## src/rtl/bus_arbiter_rr.sv

```systemverilog
// Parametrised round-robin bus arbiter with active-low request/grant and bounded owner tenure.
// Optional feature: define BUS_ARB_LOCK_EN to add the lock_ port (locked owners are never preempted).
module bus_arbiter_rr #(
  parameter int NUM_MASTERS = 4,
  parameter int OWNER_W     = 2,
  parameter int MAX_TENURE  = 16
) (
  input  logic                   clk,
  input  logic                   reset,
  input  logic [NUM_MASTERS-1:0] req_,
  output logic [NUM_MASTERS-1:0] grnt_,
  output logic [OWNER_W-1:0]     owner,
  output logic                   preempt
`ifdef BUS_ARB_LOCK_EN
  ,
  input  logic [NUM_MASTERS-1:0] lock_
`endif
);

  localparam int TEN_W = $clog2(MAX_TENURE) + 1;
  localparam logic [TEN_W-1:0] TEN_SAT  = '1;
  localparam logic [TEN_W-1:0] TEN_LAST = TEN_W'((MAX_TENURE > 0) ? MAX_TENURE - 1 : 0);

  logic [NUM_MASTERS-1:0] lock_act;
`ifdef BUS_ARB_LOCK_EN
  assign lock_act = ~lock_;
`else
  assign lock_act = '0;
`endif

  logic [TEN_W-1:0]   tenure;
  logic               owner_valid;
  logic               owner_req;
  logic               owner_locked;
  logic               other_req;
  logic               found;
  logic [OWNER_W-1:0] next_owner;
  logic [OWNER_W-1:0] owner_d;
  logic [TEN_W-1:0]   tenure_d;
  logic               preempt_d;

  // Classify the current owner against the request and lock vectors.
  always_comb begin
    // NOTE: every combinational output gets a default first so no path can infer a latch.
    owner_valid  = 1'b0;
    owner_req    = 1'b0;
    owner_locked = 1'b0;
    other_req    = 1'b0;
    for (int i = 0; i < NUM_MASTERS; i++) begin
      if (owner == OWNER_W'(i)) begin
        owner_valid  = 1'b1;
        owner_req    = ~req_[i];
        owner_locked = ~req_[i] & lock_act[i];
      end else if (!req_[i]) begin
        other_req = 1'b1;
      end
    end
  end

  // First requester after the owner, wrapping modulo NUM_MASTERS; owner itself is excluded.
  always_comb begin
    int cand;
    cand       = 0;
    found      = 1'b0;
    next_owner = owner;
    for (int k = 1; k < NUM_MASTERS; k++) begin
      cand = int'(owner) + k;
      if (cand >= NUM_MASTERS) cand = cand - NUM_MASTERS;
      if (!found && cand < NUM_MASTERS && !req_[OWNER_W'(cand)]) begin
        found      = 1'b1;
        next_owner = OWNER_W'(cand);
      end
    end
  end

  always_comb begin
    owner_d   = owner;
    tenure_d  = '0;
    preempt_d = 1'b0;
    if (!owner_valid) begin
      owner_d = '0;
    end else if (owner_req && other_req && !owner_locked) begin
      if (MAX_TENURE > 0 && tenure == TEN_LAST) begin
        owner_d   = next_owner;
        preempt_d = 1'b1;
      end else if (tenure != TEN_SAT) begin
        tenure_d = tenure + 1'b1;
      end else begin
        tenure_d = tenure;
      end
    end else if (!owner_req && other_req && found) begin
      owner_d = next_owner;
    end
  end

  always_ff @(posedge clk) begin
    // NOTE: registered state uses non-blocking assignments so all flops update from pre-edge values.
    if (!reset) begin
      owner   <= '0;
      tenure  <= '0;
      preempt <= 1'b0;
    end else begin
      owner   <= owner_d;
      tenure  <= tenure_d;
      preempt <= preempt_d;
    end
  end

  // Grant is a pure decode of the registered owner: exactly one low bit, never a gap.
  always_comb begin
    grnt_ = '1;
    for (int i = 0; i < NUM_MASTERS; i++) begin
      grnt_[i] = (owner != OWNER_W'(i));
    end
  end

endmodule

```

## config.mk

```make
export PLATFORM = sky130hd
export DESIGN_NAME = bus_arbiter_rr
export DESIGN_NICKNAME = d
export VERILOG_FILES = /design/src/rtl/bus_arbiter_rr.sv
export SDC_FILE = /design/constraint.sdc
export NUM_CORES = 1
export LEC_CHECK = 0
export ABC_AREA = 1
export ABC_CLOCK_PERIOD_IN_PS = 2200
export CAP_MARGIN = 20
export CORE_UTILIZATION = 30
export DETAILED_ROUTE_END_ITERATION = 10
export PLACE_DENSITY = 0.58
export SYNTH_ARGS = -nofsm -noshare
export SYNTH_HDL_FRONTEND = slang
export SYNTH_SLANG_ARGS = --single-unit
```

## constraint.sdc

```tcl
create_clock -name clk -period 2.2 [get_ports clk]
set_clock_uncertainty 0.05 [all_clocks]
set_input_delay 0.33 -clock clk [delete_from_list [all_inputs] [get_ports clk]]
set_output_delay 0.33 -clock clk [all_outputs]
set_load 0.005 [all_outputs]
```

After elaboration in Yosys (flattened, before gate mapping)
Index checks and enable logic that the tools add are counted.

cells by class
  add/subtract/negate cells = 7
  equal/unequal tests = 9
  reduce and logical (&&, ||, !) cells = 21
  magnitude comparators = 9
  multiplexer cells = 38
  bitwise operators = 7

operators by type and width
  kind                                                          number
  less-than comparator 32 x 4 -> 1 bit (second input constant)  3
  two-way mux 32 bit                                            3
  two-way mux 1 bit                                             26
  less-than comparator 2 x 4 -> 1 bit (second input constant)   3
  two-way mux 2 bit                                             6
  subtractor 3 x 3 -> 4 bit (second input constant)             3
  >= comparator 3 bit (second input constant)                   3
  logical AND 1 bit                                             8
  NOT 1 bit                                                     7
  adder 2 x 2 -> 3 bit (second input constant)                  2
  binary-select mux 1 bit (select 2 bit)                        3
  zero test 1 bit                                               6
  adder 5 x 1 -> 5 bit (second input constant)                  1
  == test 5 x 4 -> 1 bit (second input constant)                1
  != test 5 bit (second input constant)                         1
  == test 2 bit (second input constant)                         2
  != test 2 x 1 -> 1 bit (second input constant)                2
  != test 2 bit (second input constant)                         2
  AND reduction 2 bit                                           2
  nonzero test 2 bit                                            2
  OR reduction 4 bit                                            1
  adder 2 x 1 -> 3 bit (second input constant)                  1
  AND reduction 3 bit                                           1
  == test 2 x 1 -> 1 bit (second input constant)                1
  zero test 2 bit                                               1

word-level totals
  flip-flop bits (word level) = 8
  output and inout bits = 7

Longest topological paths before layout
  word-level depth = 20
  mapped depth = 13
  gate-level depth less buffers = 12

Worst setup path after synthesis
No wires, ideal clock.

  kind = register to register
  start = register owner[0]
  end = register owner[0]
  stages on the path, launching flop included = 12
  period minus slack after synthesis = 1.606 ns
  arrival = 1.441 ns
  path slack = 0.594 ns
  data required time = 2.035 ns
  cells stage by stage = dfxtp_1 > buf_6 > inv_4 > ha_1 > a21oi_1 > nand2_1 > nand2_1 > nand2_1 > nand3_1 > nand2_2 > a21oi_1 > nor2_1

on the way
  longest elaborated chain between the ends = 20

RTL lines
  item                                                                           line  RTL
  start: declaration                                                             12    output logic [OWNER_W-1:0] owner,
  start signal: assignment                                                       103   owner <= owner_d;
  branches (longest 20 deep; another with less-than comparator 32 x 4 -> 1 bit)  --

Parallel ways; which one is timed is not known. The select of a mux whose other input is x is not followed.
A chain may end at the register's enable or synchronous reset.

Worst setup path after layout
  start = register owner[1]
  end = output port grnt_[1]

on the way
  longest elaborated chain between the ends = 1

RTL lines
  item                    line  RTL
  != test 2 x 1 -> 1 bit  113   grnt_[i] = (owner != OWNER_W'(i));
  end: declaration        11    output logic [NUM_MASTERS-1:0] grnt_,

No other way between the ends.

==> impl_metrics.ini <==
[status]
status = completed

[synth]
synth-simple-area-share_pct = 39.2
avgSynthCellArea_sq_um = 6.70
ys_seq_area_share_pct = 24.2
synth-compound-area-share_pct = 10.2
synthMuxAreaShare_pct = 0
synthAdderAreaFrac_pct = 13.2
synth_top_family_by_area = simple AND/OR/NAND/NOR gates
synth_warnings = 0
synth_xor_xnor_area_share_pct = 2.64
synth.distinct_cells = 20
syn_area_sq_um = 663
syn_inst = 99
ys_ff_latch = 8
synth_nets = 112

[timing]
setup_viol = 0
final_max_slew_viol_count = 0
max_freq_mhz = 488
hold_ws_ns = 0.438
final_hold_viol_count = 0
grt_setup_unrepaired = false
tightest_slew_ns = 0.241
slew_headroom_pct = 83.9
tns_ns = 0
min_period_over_period_pct = 93.1
period_needed_ns = 2.05
fin_ws_ns = 0.151

[floorplan]
dieArea_sq_mm = 0.00240
ios = 13
num_rows = 16
die_h_um = 49.0
dieWidth_um = 49.0
initial_core_util_pct = 32.8
coreArea_sq_mm = 0.00202

[global_routing]
grt_pass1_wl_um = 2240
grt_overflow = 0
grt_max_degree = 12
antenna_found_initial = 0
track_usage_pct = 12.0
first_global_vias = 557

[layout]
final_common_cell = nand2_1
final_cell_area_sq_um = 836
diodes = 0
nNetsFinal = 129
drive_above_1_share_pct = 18.4
syn2layout_area_growth_pct = 26.0
layout_common_cells = 22 x nand2_1, 14 x nor2_1, 12 x clkdlybuf4s50_1

[drt]
firstDrtPassIters = 3
via_per_inst = 4.41
drc = 0
vias = 622
wl_um = 1270
post_drt_wl_per_cell_um = 8.99
drt_iter0_drc = 9
ant_nets = 0

[worst_hold_path]
min-delay-path-class = reg -> reg
hold_path_depth = 2

[clock_tree]
cts_tree = done
root_buffer = clkbuf_4
cts_buffers = 3
htreeDepth = 1
cts.repair.resized = 0
clk_latency_ns = 0.26
cts_setup_buffers = 0
cts_buffer_depth = 2
cts_hold_buf = 0
cts_sinks = 8
path_clk_slew_ns = 0.06

[worst_setup_path]
crit_required_ns = 1.82
cpPeakStageDelay_ns = 0.51
crit_type = reg -> out
worstPathCellList = inv_1 > ha_1 > inv_1 > clkdlybuf4s50_1
timing.critical_path.mode_cell = inv_1
crit_slowest_cell = clkdlybuf4s50_1
crit_path_start_kind = register
arrival_ns = 1.67
critPathMaxFanout = 6
endpoint_kind = primary output
reg2reg_depth = 12

[power]
powerDensity_mw_per_mm2 = 985
power_leakage_uw = 0.000392
worst_ir_drop_vdd_mv = 0.539

[job]
drv_cap = 0

[placed_design]
gp_congestion = 0.780
hpwl_um = 1070
placed_cell_area_sq_um = 813
dp_slack_ns = 0.405
io_buffers = 12
[per-stage QoR]
stage / utilization (%) / instances / total power (uW)
finish: 41.3 / 141 / 823
global route: 41.3 / 141 / 916
CTS: 41.3 / 141 / 839
detailed placement: 40.2 / 138 / 721
global placement: 40.2 / 138 / 716
floorplan: - / 99 / 571
[layer usage]
metal	vias to the layer above	wire (um)	global-route usage, %
met2	12	580	20.4
li1	344	-	-
met3	2	40	1.25
met5	-	0	0
met4	0	14	5.88
met1	264	631	14.9
[synthesized netlist by cell type]
cell type | count | area [sq um]
o21ai_2 | 2 | 17.5
xor2_1 | 2 | 17.5
o21ai_1 | 2 | 10.0
nand2_1 | 22 | 82.6
dfxtp_1 | 8 | 160
and3_1 | 1 | 6.26
inv_1 | 10 | 37.5
nand4_2 | 1 | 12.5
inv_4 | 1 | 6.26
nor3_1 | 1 | 5.00
nand2_4 | 2 | 22.5
ha_1 | 7 | 87.6
inv_2 | 4 | 15.0
nor2_1 | 14 | 52.6
buf_6 | 1 | 11.3
a21oi_1 | 8 | 40.0
nor2_2 | 2 | 12.5
nand2_2 | 4 | 25.0
nand3_1 | 6 | 30.0
nor2_4 | 1 | 11.3
[critical path: cells and delay by family (launching register included)]
kind / cells / cell delay (ns)
adders and majority gates: 1 / 0.22
buffers and inverters: 3 / 0.74
DFF: 1 / 0.45
[path summary, 6_finish.rpt]
path                               start  slack [ns]                      to
setup / recovery   owner[1]$_SDFFE_PN0P_        0.15                grnt_[1]
setup reg to reg   owner[1]$_SDFFE_PN0P_        0.47   owner[0]$_SDFFE_PN0P_
hold / removal    tenure[1]$_SDFFE_PP0P_        0.44  tenure[1]$_SDFFE_PP0P_
hold reg to reg   tenure[1]$_SDFFE_PP0P_        0.44  tenure[1]$_SDFFE_PP0P_
[layout make-up]
type	instances	area (sq um)
Tap cell	27	33.8
Multi-Input combinational cell	75	433
Sequential cell	8	160
Inverter	15	58.8
Fill cell	219	1190
Clock buffer	3	22.5
Timing Repair Buffer	13	128
[registers in the layout, summed over array words and instances, names as in the netlist]
register,flops
owner,2
preempt,1
tenure,5
[report_power, final]
| part | leakage, uW | total (uW) | switching [uW] | internal, uW |
|---|---|---|---|---|
| clock | 0.0000138 | 113 | 50.7 | 62.5 |
| combinational | 0.000313 | 512 | 285 | 227 |
| sequential | 0.0000651 | 198 | 27.5 | 170 |
| total | 0.000392 | 823 | 363 | 460 |
[cell families after synthesis]
family | Yosys count
simple gates | 54
buf+inv | 16
compound gates | 12
flops | 8
fa+ha+maj | 7
xor+xnor | 2
Note: power is estimated with default switching activity, not from simulation.
==> RTL edit 1 (config.mk and constraints unchanged) <==
The output `preempt` loses its register stage (`preempt` becomes a continuous assignment).
--- a/src/rtl/bus_arbiter_rr.sv
+++ b/src/rtl/bus_arbiter_rr.sv
@@ -98,13 +98,13 @@
     if (!reset) begin
       owner   <= '0;
       tenure  <= '0;
-      preempt <= 1'b0;
     end else begin
       owner   <= owner_d;
       tenure  <= tenure_d;
-      preempt <= preempt_d;
     end
   end
+
+  assign preempt = preempt_d;
 
   // Grant is a pure decode of the registered owner: exactly one low bit, never a gap.
   always_comb begin
Behaviour: not the same (a bounded check fails within 4 cycles, from zero or initial values).
==> RTL edit 1 against the unedited design <==
Synthesized cell count increased by 1.0%; sequential power decreased by 7%; routed wire length increased by 15%; sequential share of layout area decreased by 3.6 points; power increased by 5.0%; design area increased by 12%; critical path type unchanged; area after synthesis decreased by 2.6%; setup slack improved by 17 ps; combinational power increased by 11%; sequential cell count decreased by 1; global-route usage increased by 1.8 points; critical endpoint is now grnt_[3]; critical path depth increased by 1; fmax increased by 0.86%.
==> RTL edit 1: results (changes against the unedited design) <==
----------------------------------------------------
[Run status]
  Result of the run ... completed

[Layout]
  Post-Layout Cell Count ... 154 (+9.2%)
  Filler instances ... 215 (-1.8%)

[Placement]
  Area of placed instances ... 882.1 µm² (+8.5%)
  Placer congestion estimate ... 0.7708 (-1.2%)

[CTS]
  Clock latency on the worst-skew pair ... 240 ps (-20 ps)
  Post-CTS resize count ... 5 (+5)

[Logic synthesis]
  Top cells by count, synth ... nand2_1 (25), inv_1 (16), nor2_1 (12)
  Synthesized-area fraction occupied by ao, oa, aoi and oai cells ... 14.15% (+4.0 points)
  Syn_nets ... 114 (+1.8%)
  Area share of fa/ha/maj cells after synthesis ... 15.50% (+2.3 points)
  Number of distinct library cell variants in the gate-level netlist after synthesis ... 19 (-5.0%)
  Share of the synthesized netlist area taken by xor and xnor gates ... 2.713% (+0.072 points)
  Top cells by area, synth ... dfxtp_1 (22%), ha_1 (16%), nand2_1 (15%), inv_1 (9.3%), a21oi_1 (7.8%)
  Sequential share of the synthesized area ... 21.71% (-2.4 points)
  Number of standard cells after synthesis ... 100 (+1.0%)

[Worst setup path]
  Largest fanout of any net on the critical path ... 4 (-2)
  Critical Path AT ... 1650 ps (-20 ps)
  Worst-case reg-to-reg path depth ... 8 (-4)
  Reg2reg end ... tenure[0]$_SDFFE_PP0P_
  CP max stage delay ... 490 ps (-20 ps)

[GRT]
  Fraction of met1 tracks used by global routing ... 16.67% (+1.8 points)
  Global router's overall resource usage ... 13.76% (+1.8 points)
  Pin count of the biggest net entering global routing ... 8 (-4)

[Detailed routing]
  Met1 wire length ... 722 µm (+14%)
  Iteration-0 DRC Markers ... 14 (+5)
  Met2 WL ... 685 µm (+18%)
  Detailed-route via count ... 690 (+11%)
  Average wire per standard cell ... 9.461 µm (+5.3%)
  Highest routed layer ... met3
  Router iterations before antenna repair ... 4 (+1)

----------------------------------------------------
## RTL edit 1: cell count changes after synthesis, moves of 2 or more
cell and change:
o21ai_2 -2, inv_2 -3, nor2_1 -2, nand2_4 -2, inv_1 +6, nand4_1 +4
nand2_1 +3, a21oi_1 +2, o21ai_0 +2, nand3_1 -3
## RTL edit 1: cell type report
| type | count | area share (%) |
|---|---|---|
| Clock buffer | 4 | 2.815 |
| Timing Repair Buffer | 23 | 21.18 |
| Tap cell | 27 | 3.619 |
| Multi-Input combinational cell | 76 | 49.73 |
| Inverter | 17 | 7.105 |
| Sequential cell | 7 | 15.55 |
## RTL edit 1: report_power, final
group	internal, mW	switching, mW
clock	0.0690	0.0432
combinational	0.269	0.299
sequential	0.157	0.0279
## RTL edit 1: stage by stage
stage                     worst slack, ps  TNS [ps]  hold slack (ps)
after CTS                           57.10         0            435.3
after floorplan                     447.1         0            403.7
after detailed placement           -65.23    -65.23            427.3
after global routing                84.09         0            456.5
after global placement             -26.60    -26.60            421.2
final                               168.9         0            430.3
==> RTL edit 2 (same settings) <==
Made on the original files. Add a define of `BUS_ARB_LOCK_EN`.
--- a/src/rtl/bus_arbiter_rr.sv
+++ b/src/rtl/bus_arbiter_rr.sv
@@ -1,5 +1,7 @@
 // Parametrised round-robin bus arbiter with active-low request/grant and bounded owner tenure.
 // Optional feature: define BUS_ARB_LOCK_EN to add the lock_ port (locked owners are never preempted).
+`define BUS_ARB_LOCK_EN
+
 module bus_arbiter_rr #(
   parameter int NUM_MASTERS = 4,
   parameter int OWNER_W     = 2,
Interface: changed (added lock_); port bits go from 13 to 17. No check against the original RTL was run, so the function may have changed too.
==> RTL edit 2 against the unedited design <==
Area after synthesis is 13% higher; non-clock buffer count is 3 higher; largest cell class unchanged; critical path type unchanged; power is 15% higher; setup slack worse by 8.3 ps; design area is 14% higher; routed wire length is 18% higher; sequential cell count stayed put; sequential share of layout area is 2.3 points lower; final cell count is 11% higher.
==> RTL edit 2: results (changes against the unedited design) <==
----------------------------------------------------
[Hold path]
  Hold Path Cell Cnt ... 2 (unchanged)
  Min-Delay Startpoint ... tenure[1]$_SDFFE_PP0P_
  Endpoint of the worst hold-timing path ... tenure[1]$_SDFFE_PP0P_
  Hold Path Class ... flip-flop to flip-flop

[Layout]
  Most flop-heavy register ... tenure
  Top Registers ... tenure: 5 flops, owner: 2 flops, preempt: 1 flops
  Net count of the finished layout ... 147 (+14%)
  Fraction of layout instances using a drive strength above 1 ... 21.09% (+2.7 points)

[CTS]
  Number of buffers created by CTS ... 3 (unchanged)
  Post-CTS Setup Bufs ... 0 (unchanged)
  Clock tree root buffer cell ... clkbuf_4
  Clock latency on the worst-skew pair ... about 250 ps
  Maximum buffer depth of the clock tree ... 2 (unchanged)
  Register clock-pin slew on the reported worst setup and hold paths ... ~50 ps

[GRT]
  Wire length of the first global-routing pass ... 2691 µm (+20%)
  Pin count of the biggest net entering global routing ... 13 (+1)
  Vias in the first global route ... 691 (+24%)
  Global router's overall resource usage ... 13.15% (+1.2 points)
  Initial antenna violation count ... 0 (unchanged)

[Logic synthesis]
  Flip-flop cell with the highest count after synthesis ... dfxtp_1
  Top cells by count, synth ... nand2_1 (31), inv_1 (11), nor2_1 (9)
  Top cells by area, synth ... dfxtp_1 (21%), nand2_1 (16%), ha_1 (12%), inv_1 (5.5%), nand3_1 (4.7%)
  Yosys synthesis warning count ... 0 (unchanged)
  Syn_nets ... 127 (+13%)
  Number of distinct library cell variants in the gate-level netlist after synthesis ... 27 (+35%)
  Sequential share of the synthesized area ... 21.44% (-2.7 points)

[Worst setup path]
  Worst reg2reg setup slack ... 320 ps (-150 ps)
  Critical path origin ... owner[0]$_SDFFE_PN0P_
  Largest fanout of any net on the critical path ... 12 (+6)
  Worst-case reg-to-reg path depth ... 8 (-4)
  Reg2reg end ... tenure[1]$_SDFFE_PP0P_
  CP max stage delay ... 480 ps (-30 ps)
  Critical Path AT ... ~1700 ps
  Worst reg2reg startpoint ... owner[1]$_SDFFE_PN0P_

[Power and ir drop]
  Power consumption ... 0.9500 mW (+15%)
  Max rail drop VDD ... 0.4394 mV (-18%)
  P_leak ... 0.4381 nW (+12%)

[Placement]
  Placer congestion estimate ... 0.8045 (+3.1%)
  Buffers on Ports ... 16 (+4)
  DP HPWL ... 1180 µm (+11%)

[Detailed routing]
  Average wire per standard cell ... 9.583 µm (+6.6%)
  Router iterations before antenna repair ... 4 (+1)
  Iteration-0 DRC Markers ... 7 (-2)
  Average vias per placed instance ... 4.532 (+2.7%)

[Job]
  Maxcap violations ... 0 (unchanged)

[Run status]
  Result of the run ... completed

[STA]
  Actual transition at the worst max-transition pin ... 255.7 ps (+14.57 ps)
  Worst hold slack across all endpoints ... 447.0 ps (+8.995 ps)

----------------------------------------------------
## RTL edit 2: report_power, final
part | total [mW] | switching [mW] | internal (mW)
clock network | 0.111 | 0.0491 | 0.0624
registers | 0.215 | 0.0454 | 0.170
logic | 0.623 | 0.340 | 0.284
total | 0.950 | 0.434 | 0.516
## RTL edit 2: cell type report
type	instances	area [µm²]
Fill cell	238	1321
Multi-Input combinational cell	84	495.5
Sequential cell	8	161.4
Timing Repair Buffer	16	160.2
Inverter	17	80.08
Tap cell	28	35.03
Clock buffer	3	22.52
## RTL edit 2: how the worst max path moves through the flow
stage / endpoint / slack (ps) / cells past startpoint
final: grnt_[2] / 140 / 4
after global routing: grnt_[2] / 20 / 4
after CTS: grnt_[2] / 130 / 4
after detailed placement: owner[0]$_SDFFE_PN0P_ / 250 / 10
after global placement: grnt_[2] / 270 / 4
after floorplan: owner[0]$_SDFFE_PN0P_ / 480 / 11
## RTL edit 2: worst max-delay path: cells and delay by family (launching register included)
kind / cells / cell delay (ps)
flip-flops: 1 / 470
adder cells (fa/ha/maj): 1 / 230
buffers and inverters: 3 / 730
## RTL edit 2: logic make-up after synthesis
family	after synthesis	synth area share, %
buf+inv	18	12.23
flops	8	21.44
xor+xnor	2	2.345
simple gates	64	40.20
compound gates	11	12.06
fa+ha+maj	7	11.72
## RTL edit 2: metal layers
metal	track usage (%)	part of all wire [%]	up-vias
li1	-	-	387
met1	17.78	54	308
met2	18.80	41	10
met3	3.801	4.2	2
met4	6.306	0.67	0
met5	0	0	-
## RTL edit 2: timing repair
| item | CTS | global route |
|---|---|---|
| endpoints found under the hold margin | 0 | 0 |
| resized for setup | 1 | 0 |
| endpoints found under the setup margin | 1 | 0 |
## RTL edit 2: metrics by stage
step	setup slack (ps)	instances	util [%]	area (µm²)
2_1_floorplan	475.1	110	-	747.0
3_3_place_gp	267.6	153	40.90	930.9
3_5_place_dp	252.5	153	40.90	930.9
4_1_cts	126.5	156	41.95	954.7
5_1_grt	24.63	156	41.95	954.7
6_report	143.2	156	41.95	954.7
